`src/rtl/instruction_loader_if.sv`:
```
// +----------------------------------------------------------------------------+
// | instruction_loader_if : byte-stream, memory-write and status bundle         |
// | Revision: 1.0                                                               |
// +----------------------------------------------------------------------------+
`default_nettype none

interface instruction_loader_if #(
  parameter int ADDR_W = 32
);
  logic              start;
  logic [15:0]       word_count;
  logic              abort;
  logic [7:0]        byte_in;
  logic              byte_valid;
  logic              byte_ready;
  logic              wr_en;
  logic [ADDR_W-1:0] wr_addr;
  logic [31:0]       wr_data;
  logic              busy;
  logic              cpu_hold;
  logic              done;

  modport master (
    output start, word_count, abort, byte_in, byte_valid,
    input  byte_ready, wr_en, wr_addr, wr_data, busy, cpu_hold, done
  );

  modport slave (
    input  start, word_count, abort, byte_in, byte_valid,
    output byte_ready, wr_en, wr_addr, wr_data, busy, cpu_hold, done
  );
endinterface

`default_nettype wire

```
`src/rtl/instruction_loader.sv`:
```
// +----------------------------------------------------------------------------+
// | instruction_loader : assembles little-endian words from a byte stream and   |
// | writes them to instruction memory while holding the core. Revision: 1.0    |
// +----------------------------------------------------------------------------+
`default_nettype none

module instruction_loader #(
  parameter int MEM_WORDS = 256,
  parameter int BASE_ADDR = 0,
  parameter int ADDR_W    = 32
) (
  input  logic                 clk,
  input  logic                 rst_n,
  instruction_loader_if.slave  bus
);

  localparam int IDX_W = (MEM_WORDS > 1) ? $clog2(MEM_WORDS) : 1;

  typedef enum logic [1:0] {
    S_IDLE    = 2'd0,
    S_COLLECT = 2'd1,
    S_WRITE   = 2'd2,
    S_DONE    = 2'd3
  } state_t;

  state_t            r_state;
  state_t            w_next;
  logic [1:0]        r_byte_idx;
  logic [IDX_W-1:0]  r_word_idx;
  logic [IDX_W-1:0]  r_last_idx;
  logic [ADDR_W-1:0] r_wr_addr;
  logic [31:0]       r_wr_data;
  logic [IDX_W-1:0]  w_last_idx;
  logic              w_xfer;
  logic              w_last_word;
  logic              w_go;

  // Requested count is clamped to the memory depth; stored as the last index
  always_comb begin
    w_last_idx = IDX_W'(MEM_WORDS - 1);
    if ({16'd0, bus.word_count} < 32'(MEM_WORDS)) begin
      w_last_idx = IDX_W'(bus.word_count - 16'd1);
    end
  end

  assign w_go        = bus.start && !bus.abort;
  assign w_xfer      = (r_state == S_COLLECT) && !bus.abort && bus.byte_valid;
  assign w_last_word = (r_word_idx == r_last_idx);

  always_ff @(posedge clk or negedge rst_n) begin
    if (!rst_n) begin
      r_state <= S_IDLE;
    end else begin
      r_state <= w_next;
    end
  end

  always_comb begin
    w_next = r_state;
    case (r_state)
      S_IDLE: begin
        if (w_go) begin
          w_next = (bus.word_count == 16'd0) ? S_DONE : S_COLLECT;
        end
      end
      S_COLLECT: begin
        if (bus.abort) begin
          w_next = S_IDLE;
        end else if (w_xfer && (r_byte_idx == 2'd3)) begin
          w_next = S_WRITE;
        end
      end
      S_WRITE: begin
        if (bus.abort) begin
          w_next = S_IDLE;
        end else begin
          w_next = w_last_word ? S_DONE : S_COLLECT;
        end
      end
      S_DONE: begin
        w_next = S_IDLE;
      end
      default: begin
        w_next = S_IDLE;
      end
    endcase
  end

  always_ff @(posedge clk or negedge rst_n) begin
    if (!rst_n) begin
      r_byte_idx <= 2'd0;
      r_word_idx <= '0;
      r_last_idx <= '0;
      r_wr_addr  <= '0;
      r_wr_data  <= 32'd0;
    end else begin
      case (r_state)
        S_IDLE: begin
          if (w_go && (bus.word_count != 16'd0)) begin
            r_last_idx <= w_last_idx;
            r_word_idx <= '0;
            r_byte_idx <= 2'd0;
            r_wr_addr  <= ADDR_W'(BASE_ADDR);
          end
        end
        S_COLLECT: begin
          if (w_xfer) begin
            r_wr_data[{r_byte_idx, 3'b000} +: 8] <= bus.byte_in;
            r_byte_idx                          <= r_byte_idx + 2'd1;
          end
        end
        S_WRITE: begin
          // An aborted write leaves the index and address untouched
          if (!bus.abort && !w_last_word) begin
            r_word_idx <= r_word_idx + IDX_W'(1);
            r_wr_addr  <= r_wr_addr + ADDR_W'(4);
            r_byte_idx <= 2'd0;
          end
        end
        default: begin
        end
      endcase
    end
  end

  assign bus.byte_ready = (r_state == S_COLLECT) && !bus.abort;
  assign bus.wr_en      = (r_state == S_WRITE) && !bus.abort;
  assign bus.done       = (r_state == S_DONE) && !bus.abort;
  assign bus.busy       = (r_state == S_COLLECT) || (r_state == S_WRITE);
  assign bus.cpu_hold   = (r_state == S_COLLECT) || (r_state == S_WRITE);
  assign bus.wr_addr    = r_wr_addr;
  assign bus.wr_data    = r_wr_data;

endmodule

`default_nettype wire

```
`src/flat_wrapper.sv`:
```
// flat-port wrapper written by rule: the top's interface ports become plain ports
module instruction_loader_flat 
#(
  parameter int MEM_WORDS = 256,
  parameter int BASE_ADDR = 0,
  parameter int ADDR_W    = 32
)
  (clk, rst_n, bus_start, bus_word_count, bus_abort, bus_byte_in, bus_byte_valid, bus_byte_ready, bus_wr_en, bus_wr_addr, bus_wr_data, bus_busy, bus_cpu_hold, bus_done);
  instruction_loader_if #(.ADDR_W(ADDR_W)) bus_i ();
  input  logic clk;
  input  logic rst_n;
  input wire logic [$bits(bus_i.start)-1:0] bus_start;
  input wire logic [$bits(bus_i.word_count)-1:0] bus_word_count;
  input wire logic [$bits(bus_i.abort)-1:0] bus_abort;
  input wire logic [$bits(bus_i.byte_in)-1:0] bus_byte_in;
  input wire logic [$bits(bus_i.byte_valid)-1:0] bus_byte_valid;
  output wire logic [$bits(bus_i.byte_ready)-1:0] bus_byte_ready;
  output wire logic [$bits(bus_i.wr_en)-1:0] bus_wr_en;
  output wire logic [$bits(bus_i.wr_addr)-1:0] bus_wr_addr;
  output wire logic [$bits(bus_i.wr_data)-1:0] bus_wr_data;
  output wire logic [$bits(bus_i.busy)-1:0] bus_busy;
  output wire logic [$bits(bus_i.cpu_hold)-1:0] bus_cpu_hold;
  output wire logic [$bits(bus_i.done)-1:0] bus_done;
  assign bus_i.start = bus_start;
  assign bus_i.word_count = bus_word_count;
  assign bus_i.abort = bus_abort;
  assign bus_i.byte_in = bus_byte_in;
  assign bus_i.byte_valid = bus_byte_valid;
  assign bus_byte_ready = bus_i.byte_ready;
  assign bus_wr_en = bus_i.wr_en;
  assign bus_wr_addr = bus_i.wr_addr;
  assign bus_wr_data = bus_i.wr_data;
  assign bus_busy = bus_i.busy;
  assign bus_cpu_hold = bus_i.cpu_hold;
  assign bus_done = bus_i.done;
  instruction_loader #(.MEM_WORDS(MEM_WORDS), .BASE_ADDR(BASE_ADDR), .ADDR_W(ADDR_W)) u_core (.clk(clk), .rst_n(rst_n), .bus(bus_i));
endmodule
```
`config.mk`:
```
export PLATFORM = sky130hd
export DESIGN_NAME = instruction_loader_flat
export DESIGN_NICKNAME = d
export VERILOG_FILES = /design/src/rtl/instruction_loader_if.sv /design/src/rtl/instruction_loader.sv /design/src/flat_wrapper.sv
export SDC_FILE = /design/constraint.sdc
export NUM_CORES = 1
export LEC_CHECK = 0
export ABC_AREA = 1
export CAP_MARGIN = 10
export CORE_ASPECT_RATIO = 0.5
export CORE_UTILIZATION = 35
export CTS_CLUSTER_SIZE = 14
export DETAILED_ROUTE_END_ITERATION = 10
export GPL_TIMING_DRIVEN = 0
export PLACE_DENSITY = 0.67
export SLEW_MARGIN = 20
export SYNTH_ARGS = -nofsm -noshare
export SYNTH_HDL_FRONTEND = slang
export SYNTH_SLANG_ARGS = --single-unit
export TNS_END_PERCENT = 1
```
`constraint.sdc`:
```
create_clock -name clk -period 3.63 [get_ports clk]
set_input_delay 0.363 -clock clk [delete_from_list [all_inputs] [get_ports clk]]
set_output_delay 0.363 -clock clk [all_outputs]
set_load 0.03 [all_outputs]
```
==> metrics.cfg <==
[status]
status=finished, violations left
violations=hold timing

[flow_run]
cap_violations=0

[setup_path]
r2r-end=u_core.bus.wr_data[16]
path_buf_inv=4
end_kind=output port
crit_path_max_incr_delay_ns=0.73
r2r-start=u_core.r_byte_idx[0]
reg2reg_depth=7
slowest_stage=clkdlybuf4s50_1
worstPathArrival_ns=2.41
critical_path.top_delay_family=buffers and inverters
critPathLaunchType=flip-flop
crit_fanout=10
worst_ep_required_time_ns=3.27
crit_path_frequent_cell=inv_1
crit_path_cell_trace=inv_1, ha_1, buf_2, inv_1, nor2_1, clkdlybuf4s50_1
r2r_slack_ns=1.16
path_class=reg -> out

[yosys]
synth.top_cell.area_share_pct=40.1
syn-instance-count=737
synth_seq_cells=82
yosysTopAreaCell=dfrtp_1
yosysSeqAreaShare_pct=40.1
synth.avg_cell_area_sq_um=6.95
syn_area_sq_um=5120
synth_area_leaders=dfrtp_1 40%, nand2_1 19%, nor2_1 7.4%
ys_types=30
yosys_warnings=0

[clock_tree]
cts_buffer_depth=2
clkTransAtPathRegs_ns=0.07
clk_latency_ns=0.35
htreeDepth=3
root_buffer=clkbuf_16
cts-hold-fix-buffers=0
cts_setup_buffers=0
post_cts_resized=0
cts_tree=done
cts_buffers=9
cts.sinks=82

[global_routing]
antenna_found_initial=0
gr-total-overflow=0
grtUsageMet3_pct=4.28
first_global_vias=4849
grt_start_max_net_pins=47
grt_pass1_wl_mm=24.0
grt_use_met1_pct=27.1
busiest_layer=met2
globalRouteTotalUtil_pct=19.8
grtUsageMet2_pct=32.3

[sta]
max_freq_ghz=0.360
hold_ws_ns=-0.00904
hold_viol=10
finalSetupViolCount=0
final.min_clock_period_ns=2.78
worst_slew_pin_slew_ns=0.832
drv_slew=0
fin_skew_ns=0.00797
grt_setup_unrepaired=no
timing.final.crit_share_pct=76.5
maxSlewHeadroom_pct=44.1

[final_layout]
final_nets=888
antenna_cells=0
regArea_sq_um=2050
multi_input_area_sq_um=2690
area_delta_synth_final_pct=30.0
n_fill_cell=1373
drive_above_1_share_pct=6.12

[min_path]
hp-class=in -> async

[place]
gp_congestion=0.911
dp_hpwl_mm=10.6
numPortBuffers=95

[power_and_ir_drop]
ir_drop_uv=571
power_mw=3.55
p_per_area_nw_per_um2=534
p_leak_nw=3.06

[die]
num_io_pins=98
dieArea_sq_um=15100
core_area_sq_um=13900
start_util_pct=36.9
dieWidth_um=173
rows=30
die_h_um=87.5

[route]
wl_per_cell_um=13.7
wirelength_mm=14.3
route.detailed.drc=0
drt_iter0_markers=410
detail-route-antenna-nets=0
routed_via_density=4.91
vias=5115
firstDrtPassIters=5

-- final cells by class --
| cell class | count | area share, % |
|---|---|---|
| tap | 192 | 3.61 |
| clock buffer | 10 | 3.59 |
| timing repair buffer | 96 | 14.7 |
| buffer | 23 | 1.94 |
| clock inverter | 6 | 1.13 |
| sequential | 82 | 30.8 |
| multi-input combinational | 567 | 40.5 |
| inverter | 66 | 3.72 |
-- logic make-up after synthesis --
kind of cell / Yosys count / share of synthesized area, %
buffers and inverters: 89 / 7.36
and+or+nand+nor: 476 / 39.4
other: 1 / 0.0733
adders and majority gates: 14 / 3.42
AOI/OAI and AO/OA: 57 / 6.60
DFF: 82 / 40.1
xor gates and xnor gates: 18 / 3.08
-- state kept, by name, summed over array words and instances (netlist names) --
register	cells
u_core.bus.wr_data	32
u_core.bus.wr_addr	30
u_core.r_last_idx	8
u_core.r_word_idx	8
u_core.r_byte_idx	2
u_core.r_state	2
-- metal layers --
layer	part of all wire (%)	wire, um
met1	49	7040
met2	44	6340
met3	5.4	778
met4	1.1	156
met5	0	0
-- stage by stage --
| step | cell area [sq um] | setup slack (ns) | util (%) | TNS [ns] | std cells |
|---|---|---|---|---|---|
| after floorplan | 5120 | 1.54 | - | 0 | 738 |
| after global placement | 6310 | -0.885 | 45.5 | -71.82 | 1025 |
| after detailed placement | 6340 | 1.19 | 45.6 | 0 | 1026 |
| after CTS | 6650 | 0.848 | 47.9 | 0 | 1042 |
| after global routing | 6650 | 0.755 | 47.9 | 0 | 1042 |
| final | 6650 | 0.852 | 47.9 | 0 | 1042 |
-- cells in the mapped netlist --
master       n
a21oi_1      2
a21oi_4      1
a2bb2oi_1    4
buf_2        4
buf_4        4
buf_6        3
clkbuf_1    12
clkinv_1     1
conb_1       1
dfrtp_1     82
ha_1        14
inv_1       59
inv_2        6
nand2_1    260
nand2_2      2
nand2_4      2
nand3_1     66
nand3_2      3
nand3b_1     1
nand4_1     29
nor2_1     101
nor2_2       8
nor3_1       1
nor3b_1      2
o21ai_0     41
o21bai_1     6
o22a_1       3
or2_2        1
xnor2_1     11
xor2_1       7
-- worst max-delay path by stage --
stage	start	endpoint	slack (ns)	depth (start not counted)
5_1_grt	u_core.r_state[0]	bus_wr_en	0.76	6
3_3_place_gp	rst_n	u_core.bus.wr_data[3]	-0.89	1
4_1_cts	u_core.r_state[0]	bus_wr_en	0.85	6
2_1_floorplan	u_core.r_state[1]	u_core.bus.wr_data[16]	1.54	8
6_report	u_core.r_state[0]	bus_wr_en	0.85	6
3_5_place_dp	bus_word_count[0]	u_core.bus.wr_addr[19]	1.19	13
-- placed cells by master, fill, tap and decap left out, types with 3 or more instances in the layout --
cell	Yosys	layout
inv_2	6	6
clkdlybuf4s50_1	0	94
xor2_1	7	7
clkinv_4	0	3
nand3_2	3	3
ha_1	14	14
buf_2	4	4
o21ai_0	41	41
nor2_2	8	8
nor2_1	101	101
o22a_1	3	3
o21bai_1	6	6
inv_1	59	59
clkbuf_1	12	12
a2bb2oi_1	4	4
buf_6	3	3
nand4_1	29	29
dfrtp_1	82	82
buf_4	4	5
xnor2_1	11	11
nand2_1	260	260
clkbuf_16	0	9
nand3_1	66	66
-- power by group --
group / total, mW / switching, mW / internal, mW
logic: 1.48 / 1.02 / 0.461
clock network: 0.961 / 0.400 / 0.560
registers: 1.11 / 0.0972 / 1.01
total: 3.55 / 1.52 / 2.03
(Power assumes the default switching activity.)
